### src/rtl/reg_serializer.sv
// Parallel-to-serial register reader with valid/ready on both sides.
// Define REG_SERIALIZER_PARITY_EN to append an even-parity beat per word.
module reg_serializer #(
    parameter int WIDTH     = 8,
    parameter bit MSB_FIRST = 1'b1
) (
    input  logic             clk,
    input  logic             reset,
    input  logic [WIDTH-1:0] din,
    input  logic             din_valid,
    output logic             din_ready,
    output logic             sout,
    output logic             sout_valid,
    input  logic             sout_ready,
    output logic             sout_last,
    output logic             busy
);

`ifdef REG_SERIALIZER_PARITY_EN
    localparam int SW = WIDTH + 1;
`else
    localparam int SW = WIDTH;
`endif
    localparam int CW = $clog2(WIDTH + 1);
    localparam logic [CW-1:0] LOAD_CNT = CW'(SW - 1);

    typedef enum logic {
        IDLE,
        SHIFT
    } state_t;

    state_t          state, state_n;
    logic [SW-1:0]   sh, sh_n, load_vec, sh_adv;
    logic [CW-1:0]   cnt, cnt_n;
    logic            sout_n, valid_n, last_n, ready_n, busy_n;

    function automatic logic out_bit(input logic [SW-1:0] v);
        return MSB_FIRST ? v[SW-1] : v[0];
    endfunction

    // Parity rides in the shift register right behind the last data bit.
`ifdef REG_SERIALIZER_PARITY_EN
    assign load_vec = MSB_FIRST ? {din, ^din} : {^din, din};
`else
    assign load_vec = din;
`endif

    assign sh_adv = MSB_FIRST ? {sh[SW-2:0], 1'b0} : {1'b0, sh[SW-1:1]};

    always_ff @(posedge clk or negedge reset) begin
        if (!reset) begin
            state      <= IDLE;
            sh         <= '0;
            cnt        <= '0;
            sout       <= 1'b0;
            sout_valid <= 1'b0;
            sout_last  <= 1'b0;
            din_ready  <= 1'b0;
            busy       <= 1'b0;
        end else begin
            state      <= state_n;
            sh         <= sh_n;
            cnt        <= cnt_n;
            sout       <= sout_n;
            sout_valid <= valid_n;
            sout_last  <= last_n;
            din_ready  <= ready_n;
            busy       <= busy_n;
        end
    end

    always_comb begin
        state_n = state;
        sh_n    = sh;
        cnt_n   = cnt;
        sout_n  = sout;
        valid_n = sout_valid;
        last_n  = sout_last;
        ready_n = din_ready;
        busy_n  = busy;
        unique case (state)
            IDLE: begin
                ready_n = 1'b1;
                if (din_valid && din_ready) begin
                    sh_n    = load_vec;
                    cnt_n   = LOAD_CNT;
                    ready_n = 1'b0;
                    valid_n = 1'b1;
                    sout_n  = out_bit(load_vec);
                    last_n  = (LOAD_CNT == '0);
                    busy_n  = 1'b1;
                    state_n = SHIFT;
                end
            end
            SHIFT: begin
                if (sout_valid && sout_ready) begin
                    if (sout_last) begin
                        sh_n    = '0;
                        cnt_n   = '0;
                        sout_n  = 1'b0;
                        valid_n = 1'b0;
                        last_n  = 1'b0;
                        busy_n  = 1'b0;
                        ready_n = 1'b1;
                        state_n = IDLE;
                    end else if (cnt != '0) begin
                        sh_n   = sh_adv;
                        cnt_n  = cnt - CW'(1);
                        sout_n = out_bit(sh_adv);
                        last_n = (cnt == CW'(1));
                    end
                end
            end
            default: state_n = IDLE;
        endcase
    end

endmodule

### config.mk
export PLATFORM = sky130hd
export DESIGN_NAME = reg_serializer
export DESIGN_NICKNAME = d
export VERILOG_FILES = /design/src/rtl/reg_serializer.sv
export SDC_FILE = /design/constraint.sdc
export NUM_CORES = 1
export LEC_CHECK = 0
export ABC_AREA = 0
export CORE_UTILIZATION = 54
export DETAILED_ROUTE_END_ITERATION = 8
export GPL_TIMING_DRIVEN = 0
export PLACE_DENSITY_LB_ADDON = 0.08
export SETUP_SLACK_MARGIN = 0.3
export SYNTH_ARGS = -nofsm -noshare
export SYNTH_HDL_FRONTEND = slang
export SYNTH_SLANG_ARGS = --single-unit
### constraint.sdc
create_clock -name clk -period 3.2 [get_ports clk]
set_clock_uncertainty 0.15 [all_clocks]
set_input_delay 0.32 -clock clk [delete_from_list [all_inputs] [get_ports clk]]
set_output_delay 0.32 -clock clk [all_outputs]
set_load 0.01 [all_outputs]
* After elaboration in Yosys (flattened, before gate mapping)
Index checks and enable logic that the tools add are counted.
** Storage, ports and cells
- Flip-flop bits (word level) :: 16
- Input port bits :: 12
- Output and inout bits :: 5
- Logic and storage cells :: 53
** Cells by class
- Add/sub/neg operators :: 1
- Equality and inequality tests :: 5
- Muxes and demuxes :: 32
- Bitwise gates (word level) :: 1
- Reductions and logical operators :: 7
** Operators by type and width (count)
- $mux 7 :: 4
- $mux 1 :: 17
- $mux 4 :: 4
- $pmux 7 s2 :: 1
- $pmux 1 s2 :: 5
- $pmux 4 s2 :: 1
- $reduce_and 3->1 :: 2
- $eq 4x1->1 const B :: 1
- $ne 2x2->1 const B :: 2
- $reduce_and 2->1 :: 2
- $reduce_bool 4->1 :: 1
- $sub 4x1->4 const B :: 1
- $ne 3x2->1 const B :: 1
- $logic_and 1x1->1 :: 2
- $ne 2x1->1 const B :: 1
- $not 1->1 :: 1

* Longest topological paths before layout
- Word-level depth :: 5
- Mapped depth :: 5
- Gate-level depth less buffers :: 5

* Least setup slack after synthesis
Ideal clock, no wire load.
- Path kind :: reg-to-reg
- From :: reg cnt[0]
- To :: reg cnt[0]
- Setup time :: 0.125 ns
- Data arrival time :: 1.362 ns
- Data required time :: 2.925 ns
- Slack :: 1.563 ns
- Cell stages (with the launch flop) :: 6
- Buffers on the path :: 1
- Period minus slack after synthesis :: 1.637 ns
- Cell sequence :: dfrtp_1 inv_1 ha_1 a32oi_2 buf_6 mux2_4
** Between the ends
- Word-level cells in the longest chain between the ends :: 5
- Elaborated cells between the ends (all ways) :: 8
- Classes of those cells :: add/sub (1); eq/ne (1); mux (4); reduce/logical (2)
** Ends and longest elaborated chain
- from (decl) :: RTL line 34 : logic [CW-1:0] cnt, cnt_n;
- from (signal assigned) :: RTL line 63 : cnt <= cnt_n;
- $sub 4x1->4 :: RTL line 108 : cnt_n = cnt - CW'(1);
- $mux 4 :: RTL line 106 : end else if (cnt != '0) begin
- $mux 4 :: RTL line 97 : if (sout_last) begin
- $mux 4 :: RTL line 96 : if (sout_valid && sout_ready) begin
- $pmux 4 s2 :: RTL line 81 : unique case (state)
Parallel ways exist; a longest one is shown, timed or not. The select of a mux whose other input is x is not followed.
A chain may end at the register's enable or synchronous reset.

==> run_results.csv <==
group,metric,value,unit
cts,h-tree-depth,1,
placed_design,gp_congestion,0.752,
sta,hold_viol_final,0,
cts,cts_resized,0,
logic_synthesis,yosysWarnings,0,
floorplan,core,1540,um^2
layout,drive_gt1_share,18.6,%
run_status,outcome,"completed",
logic_synthesis,syn_inst,78,
sta,finalSetupViolations,0,
sta,worst_pin_slew,0.713,ns
logic_synthesis,synth_seq_area_share,44.0,%
logic_synthesis,async_flop_share,100,%
layout,fin_area,1110,um^2
cts,clkSinkCount,16,
cts,post_cts_buffers,0,
cts,cts_tree,"done",
sta,fmax,0.541,GHz
layout,nets,114,
pwr,p_per_area,813,nW/um^2
sta,fin_tns_setup,0,ns
floorplan,die_w,43.1,um
cts,path_clk_slew,0.09,ns
worst_setup_path,startpoint_type,"register",
worst_setup_path,rrSetupSlack,1.41,ns
worst_setup_path,crit_path_start,"busy$_DFFE_PN0P_",
cts,cts_root_buffer,"clkbuf_4",
worst_setup_path,cpPeakStageDelay,0.52,ns
global_route,top_usage_layer,"met2",
logic_synthesis,synth_edf_count,0,
routing,viasPerCell,5.68,
cts,cts_buffers,3,
sta,period_minus_slack,1.85,ns
routing,dr.pass1.iters,6,
floorplan,die_area,1860,um^2
sta,finalMaxSlewViolations,0,
worst_setup_path,critPathKind,"reg2out",
routing,vias,642,
logic_synthesis,ys_ff_latch,16,
layout,num_antenna_cells,0,
global_route,grt_pass1_vias,663,
sta,rsz0062_at_grt,"false",
logic_synthesis,synth_fp_nets,93,
worst_setup_path,worstPathRequired,2.73,ns
worst_setup_path,reg2reg_depth,5,
sta,fin_crit_sh,57.8,%
routing,routedWlPerCell,14.7,um
logic_synthesis,synth_ff_type,"dfrtp_1",
cts,hold_buffers,0,
routing,postRouteAntennaNets,0,
layout,layout_common_cells,"16 x dfrtp_1, 16 x clkdlybuf4s50_1, 9 x mux2_4, 7 x a22o_1, 6 x nand2_1",
routing,drc,0,
placed_design,portBuffers,16,
cts,clk_path_buf_depth,2,
pwr,vdd_drop_max,0.529,mV
logic_synthesis,synth.cell_area,911,um^2
logic_synthesis,ys_types,29,
worst_setup_path,r2r_end,"sh[1]$_DFFE_PN0P_",
floorplan,start_util,59.1,%
floorplan,ios,17,
global_route,use_met2,32.4,%
routing,wirelength,1.66,mm
worst_setup_path,critPathMaxFanout,7,
worst_setup_path,cp-endpoint,"sout_valid",
layout,area_growth,22.3,%
worst_setup_path,reg2reg_from,"cnt[0]$_DFFE_PN0P_",
worst_setup_path,slowest_stage,"clkdlybuf4s50_1",
global_route,grt_antenna_before_repair,0,
worst_setup_path,worstPathArrival,1.38,ns
logic_synthesis,syn_area_per_cell,11.7,um^2
placed_design,place_area,1090,um^2
run,max_cap_violations,0,
global_route,grtUsageTotal,20.7,%
global_route,grt_max_degree,17,
floorplan,die_h,43.1,um
placed_design,hpwl,1.18,mm
hold_path,hold_class,"in2async",
global_route,grt-ovfl-total,0,
cts,insertion_delay,0.28,ns
pwr,p_leak,0.529,nW
worst_setup_path,crit_chain,"buf_4 -> clkdlybuf4s50_1",
routing,drt_iter0_drc,11,
worst_setup_path,worst_setup_path_end_kind,"output port",
global_route,met1_usage,28.8,%
global_route,grt_pass1_wl,2.87,mm
sta,relSlewSlack,52.3,%
global_route,use_met3,3.83,%
floorplan,num_rows,14,
[per-layer routing]
metal | share of wire, % | up-vias
li1 | - | 326
met1 | 50 | 309
met2 | 48 | 7
met3 | 2.1 | 0
met4 | 0 | 0
met5 | 0 | -
[flip-flops by register name, indices dropped and copies added (netlist names)]
register   count
sh             7
sout           1
din_ready      1
state          1
sout_last      1
busy           1
cnt            4
[stage by stage]
| stage | std cells | util (%) | worst slack [ns] | power (mW) | hold slack [ns] |
|---|---|---|---|---|---|
| after floorplan | 78 | - | 1.56 | 0.689 | -0.126 |
| after global placement | 110 | 70.8 | 1.19 | 0.790 | 0.320 |
| after detailed placement | 110 | 70.8 | 1.18 | 0.806 | 0.329 |
| after CTS | 113 | 72.2 | 1.34 | 0.913 | 0.331 |
| after global routing | 113 | 72.2 | 1.29 | 0.971 | 0.361 |
| final | 113 | 72.2 | 1.35 | 0.906 | 0.309 |
[synth_stat cells, types with 3 or more instances]
master	instances	share of area (%)
dfrtp_1	16	44
o21ai_1	3	1.6
inv_1	5	2.1
mux2_4	9	15
a22o_1	7	6.7
ha_1	3	4.1
nand3_1	3	1.6
nand2_1	6	2.5
[power by group]
part	switching, mW	total (mW)	internal (mW)
Clock	0.0585	0.102	0.0436
Combinational	0.192	0.466	0.274
Sequential	0.0631	0.337	0.274
Total	0.314	0.906	0.592
[worst min-delay path by stage]
stage                                  endpoint  slack [ns]  cells past startpoint
after floorplan                busy$_DFFE_PN0P_       -0.13                      0
after global placement        sh[6]$_DFFE_PN0P_        0.32                      1
after detailed placement      sh[6]$_DFFE_PN0P_        0.33                      1
after CTS                 sout_last$_DFFE_PN0P_        0.33                      1
after global routing      sout_last$_DFFE_PN0P_        0.36                      1
final                        cnt[1]$_DFFE_PN0P_        0.31                      1
[logic make-up (layout without fill, tap and decap cells)]
| logic type | after synthesis | in the layout | share of synthesized area, % |
|---|---|---|---|
| mux | 10 | 10 | 16.1 |
| buf+inv | 10 | 29 | 6.32 |
| flops | 16 | 16 | 44.0 |
| simple gates | 20 | 20 | 13.5 |
| compound gates | 19 | 19 | 16.1 |
| fa+ha+maj | 3 | 3 | 4.12 |
[layout make-up]
type	count	area (um^2)
multi-input cells	52	453
well taps	16	20.0
plain buffers	5	38.8
fillers	124	428
flip-flops and latches	16	400
inverters	5	18.8
repair buffers	16	160
clock buffers	3	22.5
[critical path, delay by kind of cell, from the launching register on]
| kind | cells | cell delay [ns] |
|---|---|---|
| flip-flops | 1 | 0.45 |
| buffers and inverters | 2 | 0.66 |
Power figures use the tool's default switching activity.
